<file path="src/rtl/shift_reg_ctrl.sv">
// Purpose : sequences one external shift register out onto a 74HC595-style serial bus (ser_clk/ser_dat/ser_latch).
// Latency : a frame takes 1 + 2*CLK_DIV*BIT_WIDTH + CLK_DIV cycles from the first LOAD cycle to the done pulse.
// Backpr. : no backpressure; start is sampled only in IDLE, and a start that arrives while busy is dropped, not queued.
//
// Ports:
//   clk, rst            system clock, synchronous active-high reset
//   start               frame request (sampled in IDLE only)
//   auto_refresh        chain the next frame straight after done (no IDLE gap)
//   sr_q0               Q[0] of the controlled shift register
//   sr_shiftn_loadp     1 = load par_in, 0 = shift (only meaningful with sr_step)
//   sr_shift_in         serial fill for the register, tied to 0
//   sr_step             one-cycle update enable for the register
//   ser_clk/ser_dat/ser_latch  board-side serial display bus
//   busy                high from LOAD through the last LATCH cycle
//   done                one-cycle pulse on the final LATCH cycle
module shift_reg_ctrl #(
  parameter int BIT_WIDTH = 8,
  parameter int CLK_DIV   = 2
) (
  input  logic clk,
  input  logic rst,
  input  logic start,
  input  logic auto_refresh,
  input  logic sr_q0,
  output logic sr_shiftn_loadp,
  output logic sr_shift_in,
  output logic sr_step,
  output logic ser_clk,
  output logic ser_dat,
  output logic ser_latch,
  output logic busy,
  output logic done
);

  localparam int BW = $clog2(BIT_WIDTH);
  // A one-cycle divider still needs a 1-bit counter to keep the vector legal.
  localparam int DW = (CLK_DIV > 1) ? $clog2(CLK_DIV) : 1;

  localparam logic [BW-1:0] BIT_MAX = BW'(BIT_WIDTH - 1);
  localparam logic [DW-1:0] DIV_MAX = DW'(CLK_DIV - 1);

  typedef enum logic [2:0] {
    S_IDLE,
    S_LOAD,
    S_LOW,
    S_HIGH,
    S_LATCH
  } state_t;

  state_t          state_q, state_d;
  logic [DW-1:0]   div_q, div_d;
  logic [BW-1:0]   bit_q, bit_d;
  logic            div_last;
  logic            dat_en;

  always_ff @(posedge clk) begin
    if (rst) begin
      state_q <= S_IDLE;
      div_q   <= '0;
      bit_q   <= '0;
    end else begin
      state_q <= state_d;
      div_q   <= div_d;
      bit_q   <= bit_d;
    end
  end

  assign div_last = (div_q == DIV_MAX);

  // Zero-fill keeps a stale bit from reappearing if the register is ever
  // stepped past the frame end.
  assign sr_shift_in = 1'b0;

  // The only combinational path from the register: the bus sees Q[0]
  // directly while a bit is on the wire, so no extra pipeline stage is needed
  // between the shift and the next LOW phase.
  assign ser_dat = dat_en & sr_q0;

  always_comb begin
    state_d         = state_q;
    div_d           = div_q;
    bit_d           = bit_q;
    sr_shiftn_loadp = 1'b0;
    sr_step         = 1'b0;
    ser_clk         = 1'b0;
    ser_latch       = 1'b0;
    busy            = 1'b0;
    done            = 1'b0;
    dat_en          = 1'b0;

    unique case (state_q)
      S_IDLE: begin
        div_d = '0;
        bit_d = '0;
        if (start) begin
          state_d = S_LOAD;
        end
      end

      S_LOAD: begin
        sr_shiftn_loadp = 1'b1;
        sr_step         = 1'b1;
        busy            = 1'b1;
        state_d         = S_LOW;
        div_d           = '0;
        bit_d           = '0;
      end

      S_LOW: begin
        busy   = 1'b1;
        dat_en = 1'b1;
        if (div_last) begin
          state_d = S_HIGH;
          div_d   = '0;
        end else begin
          div_d = div_q + DW'(1);
        end
      end

      S_HIGH: begin
        busy    = 1'b1;
        ser_clk = 1'b1;
        dat_en  = 1'b1;
        if (div_last) begin
          div_d = '0;
          if (bit_q == BIT_MAX) begin
            // Last bit already on the wire: no further shift, go latch.
            state_d = S_LATCH;
            bit_d   = '0;
          end else begin
            // Shift on the final HIGH cycle so ser_dat only changes as
            // ser_clk falls, well after the receiver's rising-edge sample.
            // bit_idx carries across LOW/HIGH; only the divider restarts.
            sr_step = 1'b1;
            bit_d   = bit_q + BW'(1);
            state_d = S_LOW;
          end
        end else begin
          div_d = div_q + DW'(1);
        end
      end

      S_LATCH: begin
        busy      = 1'b1;
        ser_latch = 1'b1;
        if (div_last) begin
          done    = 1'b1;
          div_d   = '0;
          bit_d   = '0;
          state_d = auto_refresh ? S_LOAD : S_IDLE;
        end else begin
          div_d = div_q + DW'(1);
        end
      end

      default: begin
        state_d = S_IDLE;
        div_d   = '0;
        bit_d   = '0;
      end
    endcase
  end

endmodule

</file>
<file path="config.mk">
export PLATFORM = sky130hd
export DESIGN_NAME = shift_reg_ctrl
export DESIGN_NICKNAME = d
export VERILOG_FILES = /design/src/rtl/shift_reg_ctrl.sv
export SDC_FILE = /design/constraint.sdc
export NUM_CORES = 1
export LEC_CHECK = 0
export BUFFER_PORTS_ARGS = -buffer_cell sky130_fd_sc_hd__buf_2
export CAP_MARGIN = 20
export CORE_AREA = 4 4 41 43
export DETAILED_ROUTE_END_ITERATION = 10
export DIE_AREA = 0 0 45 47
export PLACE_DENSITY_LB_ADDON = 0.25
export SLEW_MARGIN = 10
export SYNTH_ARGS = -nofsm -noshare
export SYNTH_HDL_FRONTEND = slang
export SYNTH_SLANG_ARGS = --single-unit
</file>
<file path="constraint.sdc">
create_clock -name clk -period 1.5 [get_ports clk]
set_input_delay 0.3 -clock clk [delete_from_list [all_inputs] [get_ports clk]]
set_output_delay 0.3 -clock clk [all_outputs]
set_load 0.03 [all_outputs]
</file>
[After elaboration in Yosys (flattened, before gate mapping)]
Cells that the tools add are included.
Cells by class
  add/subtract/negate cells: 2
  eq/ne operators: 9
  mux-type cells: 21
  bitwise operators: 3
  reductions and logical operators: 7
Operators by type and width (count)
  $mux 3: 8
  $pmux 3 s5: 1
  $mux 1: 10
  $pmux 3 s3: 1
  $ne 2x2->1 const B: 4
  $eq 3x2->1 const B: 2
  $eq 3x3->1 const B: 2
  $reduce_or 3->1: 2
  $reduce_and 4->1: 1
  $reduce_or 4->1: 1
  $add 3x1->3 const B: 1
  $eq 3x1->1 const B: 1
  $logic_not 3->1: 1
  $reduce_and 3->1: 1
  $not 1->1: 2
  $pmux 1 s2: 1
  $reduce_or 2->1: 1
  $add 1x1->1 const B: 1
  $and 1x1->1: 1
Storage, ports and cells
  register bits after elaboration: 7
  input bits: 5
  output and inout port bits: 8
  word-level logic and storage cells: 45

[Logic depth before layout (Yosys ltp)]
Gate-level depths: netlist of the first run.
  depth in word-level cells: 4
  gate-level depth with buffers: 5
  gate-level depth less buffers: 5

[Worst setup path after synthesis of the first run]
Ideal clock, no wire load.
  path type: register to output
  start point: register bit_q[0]
  end point: output sr_step
  data arrival time: 1319 ps
  required time: 1200 ps
  slack: -119 ps
  stages on the path, launching flop included: 5
  buffers on the path: 0
  path through: dfxtp_1 -> ha_1 -> ha_1 -> nand2b_1 -> a21oi_1
On the way
  word-level cells in the longest chain between the ends: 4
Ends and longest elaborated chain
  start: declaration: RTL line 52  | logic [BW-1:0] bit_q, bit_d;
  start signal: assignment: RTL line 64  | bit_q <= bit_d;
  $eq 3x3->1: RTL line 126  | if (bit_q == BIT_MAX) begin
  $mux 1: RTL line 126
  $mux 1: RTL line 124  | if (div_last) begin
  $pmux 1 s2: RTL line 91  | unique case (state_q)
  end: declaration: RTL line 27  | output logic sr_step,
Every way passes these cells.

[Worst setup path after layout of the first run]
Ends and elaborated chain as after synthesis.

==> run metrics, run 1 <==
Routed Antenna Nets=0; worst setup slack after layout=-0.0910 ns; total global routing overflow=0; Seq/Total Area, Yosys=34.0%; Total GRT Usage=10.2%; Synth Instances=46; count leader, synth=dfxtp_1; DRT iter0 DRCs=6; CTS Buf Count=3; Mean Syn Cell Area=8.95 sq um; Setup TNS=-0.0910 ns; Synth top area share=34.0%; Crit path arrival time=1.29 ns; std cell rows=13; CTS Buffer Depth=2; power per cell area=794 nW/um^2; FMAX=0.629 GHz; crit path kind=reg -> out; Initial Util=31.6%; P_leak=0.256 nW; Fin. Hold Viols=0; Die Footprint=2120 sq um; Area growth syn-to-layout=47.1%; Filler cells=140; Final nets=73; CP startpoint kind=flip-flop; WL/cell=11.4 microns; DP Wirelength=607 microns; drt pass-1 iters=3; Ports=13; WL final=911 microns; vias in the first global route=375; number of synthesized flops with an enable pin=0; Worst Clk Skew=0.0000896 ns; CP required=1.20 ns; outcome=complete, but fails checks; min cycle time layout=1.59 ns; Post-CTS Hold Buffers=0; Synth Warn #=0; Reg clk slew, reported paths=0.05 ns; Critical Path Fanout Max=2; syn_nets=53; synthesized area=412 sq um; antenna violations before repair=0; post-synth top area cell=dfxtp_1; Async SR Flop Fraction=0%; total chip power=0.481 mW; die width=45 microns; synth unique cells=24; port bufs=11; Worst-Skew Late Latency=0.25 ns; Synth area leaders=dfxtp_1 (34%), nand2b_1 (7.6%), o2bb2ai_1 (6.4%), ha_1 (6.1%), a21oi_1 (4.9%); via density per instance=4.88; largest net degree at the start of global routing=9; Sink Count=7; max cap viols=0; core area=1300 sq um; violated checks=setup timing; Yosys reg bits=7; Final setup viols=1; CTS root buffer=clkbuf_4; unrepaired setup endpoints after global routing=yes; Final Cycle Share=106%; CTS tree=yes; worst min path class=in -> reg; post-layout util=46.5%; ratio of cells with drive above 1 in the final layout=50.8%; Max Slew Vio Count=0; CTS H-tree depth=1; Die H=47 microns; residual DRC count=0; Synth Flop Type=dfxtp_1; Commonest cells post-synth=dfxtp_1 (7), nand2b_1 (5), a21oi_1 (4); GPL Wtd Cong=0.745; vias post-DR=390; Worst VDD drop=521 uV; first-pass GRT wire length=1520 microns; type of destination of the critical path=output port; n_diodes=0
==> what timing repair did <==
action / in CTS / in global routing
setup buffers: 1 / 4
endpoints found under the setup margin: 6 / 7
pin swaps: 1 / 1
hold endpoints to repair: 0 / 0
gates resized for setup: 11 / 10
==> area by class of cell <==
cell class | count | area, sq um | share of cell area [%]
Sequential cell | 7 | 149 | 24.6
Clock buffer | 4 | 26.3 | 4.34
Multi-Input combinational cell | 36 | 287 | 47.3
Tap cell | 15 | 18.8 | 3.10
Timing Repair Buffer | 18 | 125 | 20.7
==> final timing paths <==
kind	cells after the start	slack, ns	to	start
setup / recovery	5	-0.09	sr_step	bit_q[0]$_SDFFE_PP0P_
hold / removal	2	0.32	div_last$_SDFF_PP0_	rst
setup reg to reg	6	0.10	state_q[1]$_SDFFE_PP0P_	bit_q[0]$_SDFFE_PP0P_
hold reg to reg	2	0.49	bit_q[1]$_SDFFE_PP0P_	bit_q[1]$_SDFFE_PP0P_
==> where the power goes <==
part,total [mW],switching (mW),internal [mW]
sequential,0.208,0.0142,0.193
combinational,0.104,0.0571,0.0468
clock,0.169,0.0679,0.101
total,0.481,0.139,0.342
==> critical path: stages (launching register included) <==
cell      delay [ns]
dfxtp_2         0.33
ha_4            0.16
ha_4            0.15
nand2b_4        0.13
a21oi_2         0.13
buf_6           0.14
==> per-layer routing <==
layer,global-route usage [%],part of all wire (%),up-vias
met5,0,0,-
met1,10.3,40,179
met2,17.8,52,8
met4,1.75,0.66,0
met3,6.90,6.9,2
li1,-,-,201
==> placed cells by master (no fill, tap or decap), drive strengths merged <==
master / synthesis / routed
nand4: 1 / 1
conb: 1 / 1
a22oi: 1 / 1
o22ai: 1 / 1
xor2: 1 / 1
and3: 2 / 2
a211oi: 1 / 1
a21oi: 4 / 4
nand2: 1 / 1
ha: 2 / 2
o2bb2ai: 3 / 3
and2: 3 / 3
dfxtp: 7 / 7
and2b: 1 / 1
or2: 1 / 1
nor3: 1 / 1
nor4b: 1 / 1
clkbuf: 0 / 4
nor2: 4 / 4
nor3b: 1 / 1
nand2b: 5 / 5
xnor2: 1 / 1
buf: 3 / 18
==> flip-flops by register name (all words and copies together), names as in the netlist <==
name	flops
bit_q	3
state_q	3
div_last	1
==> through the flow <==
stage	hold slack, ns	cell area [sq um]	setup WS (ns)	cells
2_1_floorplan	0.372	415	0.0457	46
3_5_place_dp	0.473	478	0.0336	71
3_3_place_gp	0.477	478	0.0479	71
6_report	0.317	606	-0.0910	80
5_1_grt	0.333	606	-0.145	80
4_1_cts	0.311	557	-0.0924	76
==> kinds of logic (layout without fill, tap and decap cells) <==
group	Yosys count	after routing	synth area share, %
flops	7	7	34.0
compound gates	10	10	16.4
fa+ha+maj	2	2	6.08
buf+inv	3	22	6.38
xor+xnor	2	2	4.26
other cells	1	1	0.911
simple gates	21	21	31.9
(Power assumes the default switching activity.)
==> inputs of run 2 (changes only) <==
- ABC_AREA: default -> 1
- CTS_CLUSTER_DIAMETER: default -> 200
==> run 2 against run 1 <==
The run still ends with setup timing left. Wire length rose by 11%. Highest routed layer unchanged. Sequential power grew 9%. Maximum frequency increased by 4.0%. Clock-buffer cell count is the same. Synthesized cell count increased by 37%. Sequential share of layout area shrank 0.34 points.
==> run metrics, run 2 <==
Routed Antenna Nets=0 (unchanged); WL/cell=10.3 microns (-9.1%); Area growth syn-to-layout=49.8%; Final Cycle Share=102% (-4.1 points); power per cell area=1020 nW/um^2 (+28%); Crit path arrival time=1.23 ns (-0.06 ns); Max Slew Vio Count=0 (unchanged); Synth Instances=63 (+37%); Ports=13 (unchanged); residual DRC count=0 (unchanged); unrepaired setup endpoints after global routing=yes; critical path's largest stage delay=0.33 ns (about the same); core area=1300 sq um (unchanged); via density per instance=4.63 (-5.0%); ratio of cells with drive above 1 in the final layout=45.8% (-5.0 points); max cap viols=0 (unchanged); Synth area leaders=dfxtp_1 (34%), nand2_1 (13%), nor2_1 (8.1%), a21oi_1 (7.2%), nand3_1 (7.2%); GPL Wtd Cong=0.694 (-6.8%); first-pass GRT wire length=1640 microns (+7.7%); worst setup slack after layout=-0.0302 ns (+0.0608 ns); cell repeated most along the worst path=ha_4; CTS Buf Count=3 (unchanged); Fin. Hold Viols=0 (unchanged); vias post-DR=454 (+16%); Crit path max-delay family=flip-flops; Initial Util=32.0% (+0.38 points); post-synth top area cell=dfxtp_1; Die Footprint=2120 sq um (unchanged); synth unique cells=16 (-33%); die width=45 microns (unchanged); Async SR Flop Fraction=0% (unchanged); worst min path class=in -> reg; post-layout util=48.0% (+1.4 points); Yosys reg bits=7 (unchanged); min cycle time layout=1.53 ns (-0.0608 ns); std cell rows=13 (unchanged); crit path kind=reg -> out; Synth top area share=33.6% (-0.41 points); Final nets=91 (+25%); Worst VDD drop=423 uV (-19%); drt pass-1 iters=2 (-1); synthesized area=417 sq um (+1.2%); DP Wirelength=681 microns (+12%); Sink Count=7 (unchanged); Final setup viols=1 (unchanged); CP required=1.20 ns (about the same); Commonest cells post-synth=nand2_1 (14), nor2_1 (9), dfxtp_1 (7); vias in the first global route=410 (+9.3%); Worst Clk Skew=0.000586 ns (+0.000497 ns); Worst-Skew Late Latency=0.25 ns (about the same); CP max stage cell=dfxtp_2; Total GRT Usage=11.0% (+0.78 points); crit-path cells=ha_4 > ha_4 > nor2_4 > nand2_2 > o21ai_2 > buf_6; violated checks=setup timing; count leader, synth=nand2_1; CTS tree=yes; CP startpoint kind=flip-flop; Mean Syn Cell Area=6.61 sq um (-26%); DRT iter0 DRCs=8 (+2); worst path bufs/invs=1 (unchanged); most frequent cells in the layout=nand2_1 (13), nor2_1 (8), buf_4 (8), buf_2 (7); n_diodes=0 (unchanged); total global routing overflow=0 (unchanged); total chip power=0.636 mW (+32%); port bufs=11 (unchanged); CTS H-tree depth=1 (unchanged); Die H=47 microns (unchanged); outcome=complete, but fails checks; Seq/Total Area, Yosys=33.6% (-0.41 points); Post-CTS Hold Buffers=0 (unchanged); syn_nets=70 (+32%); WL final=1010 microns (+11%); CTS root buffer=clkbuf_4; pre-CTS setup slack=0.0561 ns (+0.0225 ns); Reg clk slew, reported paths=0.05 ns (about the same); number of synthesized flops with an enable pin=0 (unchanged); most common cell after layout, fill and taps aside=nand2_1; FMAX=0.654 GHz (+4.0%); Synth Warn #=0 (unchanged); antenna violations before repair=0 (unchanged); P_leak=0.301 nW (+17%); type of destination of the critical path=output port; CTS Buffer Depth=2 (unchanged); Critical Path Fanout Max=2 (unchanged); Synth Flop Type=dfxtp_1; largest net degree at the start of global routing=8 (-1)
## run 2: layer usage
layer | wire length, microns | global-route usage (%) | vias up
met5 | 0 | 0 | -
met2 | 501 | 17.5 | 12
met1 | 429 | 12.1 | 199
met3 | 61 | 3.45 | 3
met4 | 21 | 8.77 | 0
li1 | - | - | 240
## run 2: stage by stage
stage	instances	hold slack, ns	TNS, ns	cell area (sq um)
3_5_place_dp	89	0.465	0	490
2_1_floorplan	63	0.369	0	417
3_3_place_gp	89	0.460	0	490
4_1_cts	95	0.285	-0.0707	567
6_report	98	0.287	-0.0302	624
5_1_grt	98	0.304	-0.108	624
## run 2: report_power, final
part	leakage [nW]	switching, mW	internal (mW)
registers	0.0598	0.0235	0.202
clock network	0.0150	0.0673	0.101
logic	0.226	0.149	0.0926
## run 2: kinds of logic (layout without fill, tap and decap cells)
group,count (synthesis),in the layout,share of synthesized area [%]
and+or+nand+nor,35,35,39.0
AOI/OAI and AO/OA,9,9,11.4
buffers and inverters,9,29,9.01
DFF,7,7,33.6
adders and majority gates,2,2,6.01
other,1,1,0.900
## run 2: timing repair
item                                    4_1_cts  5_1_grt
endpoints found under the setup margin        1        4
gates resized for setup                      10       15
pin swaps                                     2        1
setup buffers                                 2        3
## run 2: cell type report
class	count	area [sq um]
multi-input cells	47	278
fillers	144	677
well taps	15	18.8
repair buffers	17	118
clock buffers	4	26.3
flip-flops and latches	7	151
inverters	8	32.5
## run 2: worst register-to-register path, stage by stage (launching register included)
cell     delay (ns)
dfxtp_2        0.35
ha_4           0.14
ha_4           0.14
buf_4          0.10
nand3_1        0.10
nor2_1         0.10
nand3_1        0.08
a21oi_1        0.12
## run 2: final timing paths
check	depth (start not counted)	start	to	slack, ns
hold reg to reg	2	bit_q[1]$_SDFFE_PP0P_	bit_q[1]$_SDFFE_PP0P_	0.50
hold / removal	2	rst	state_q[1]$_SDFFE_PP0P_	0.29
setup / recovery	6	bit_q[0]$_SDFFE_PP0P_	sr_step	-0.03
setup reg to reg	7	bit_q[0]$_SDFFE_PP0P_	state_q[2]$_SDFFE_PP0P_	0.31
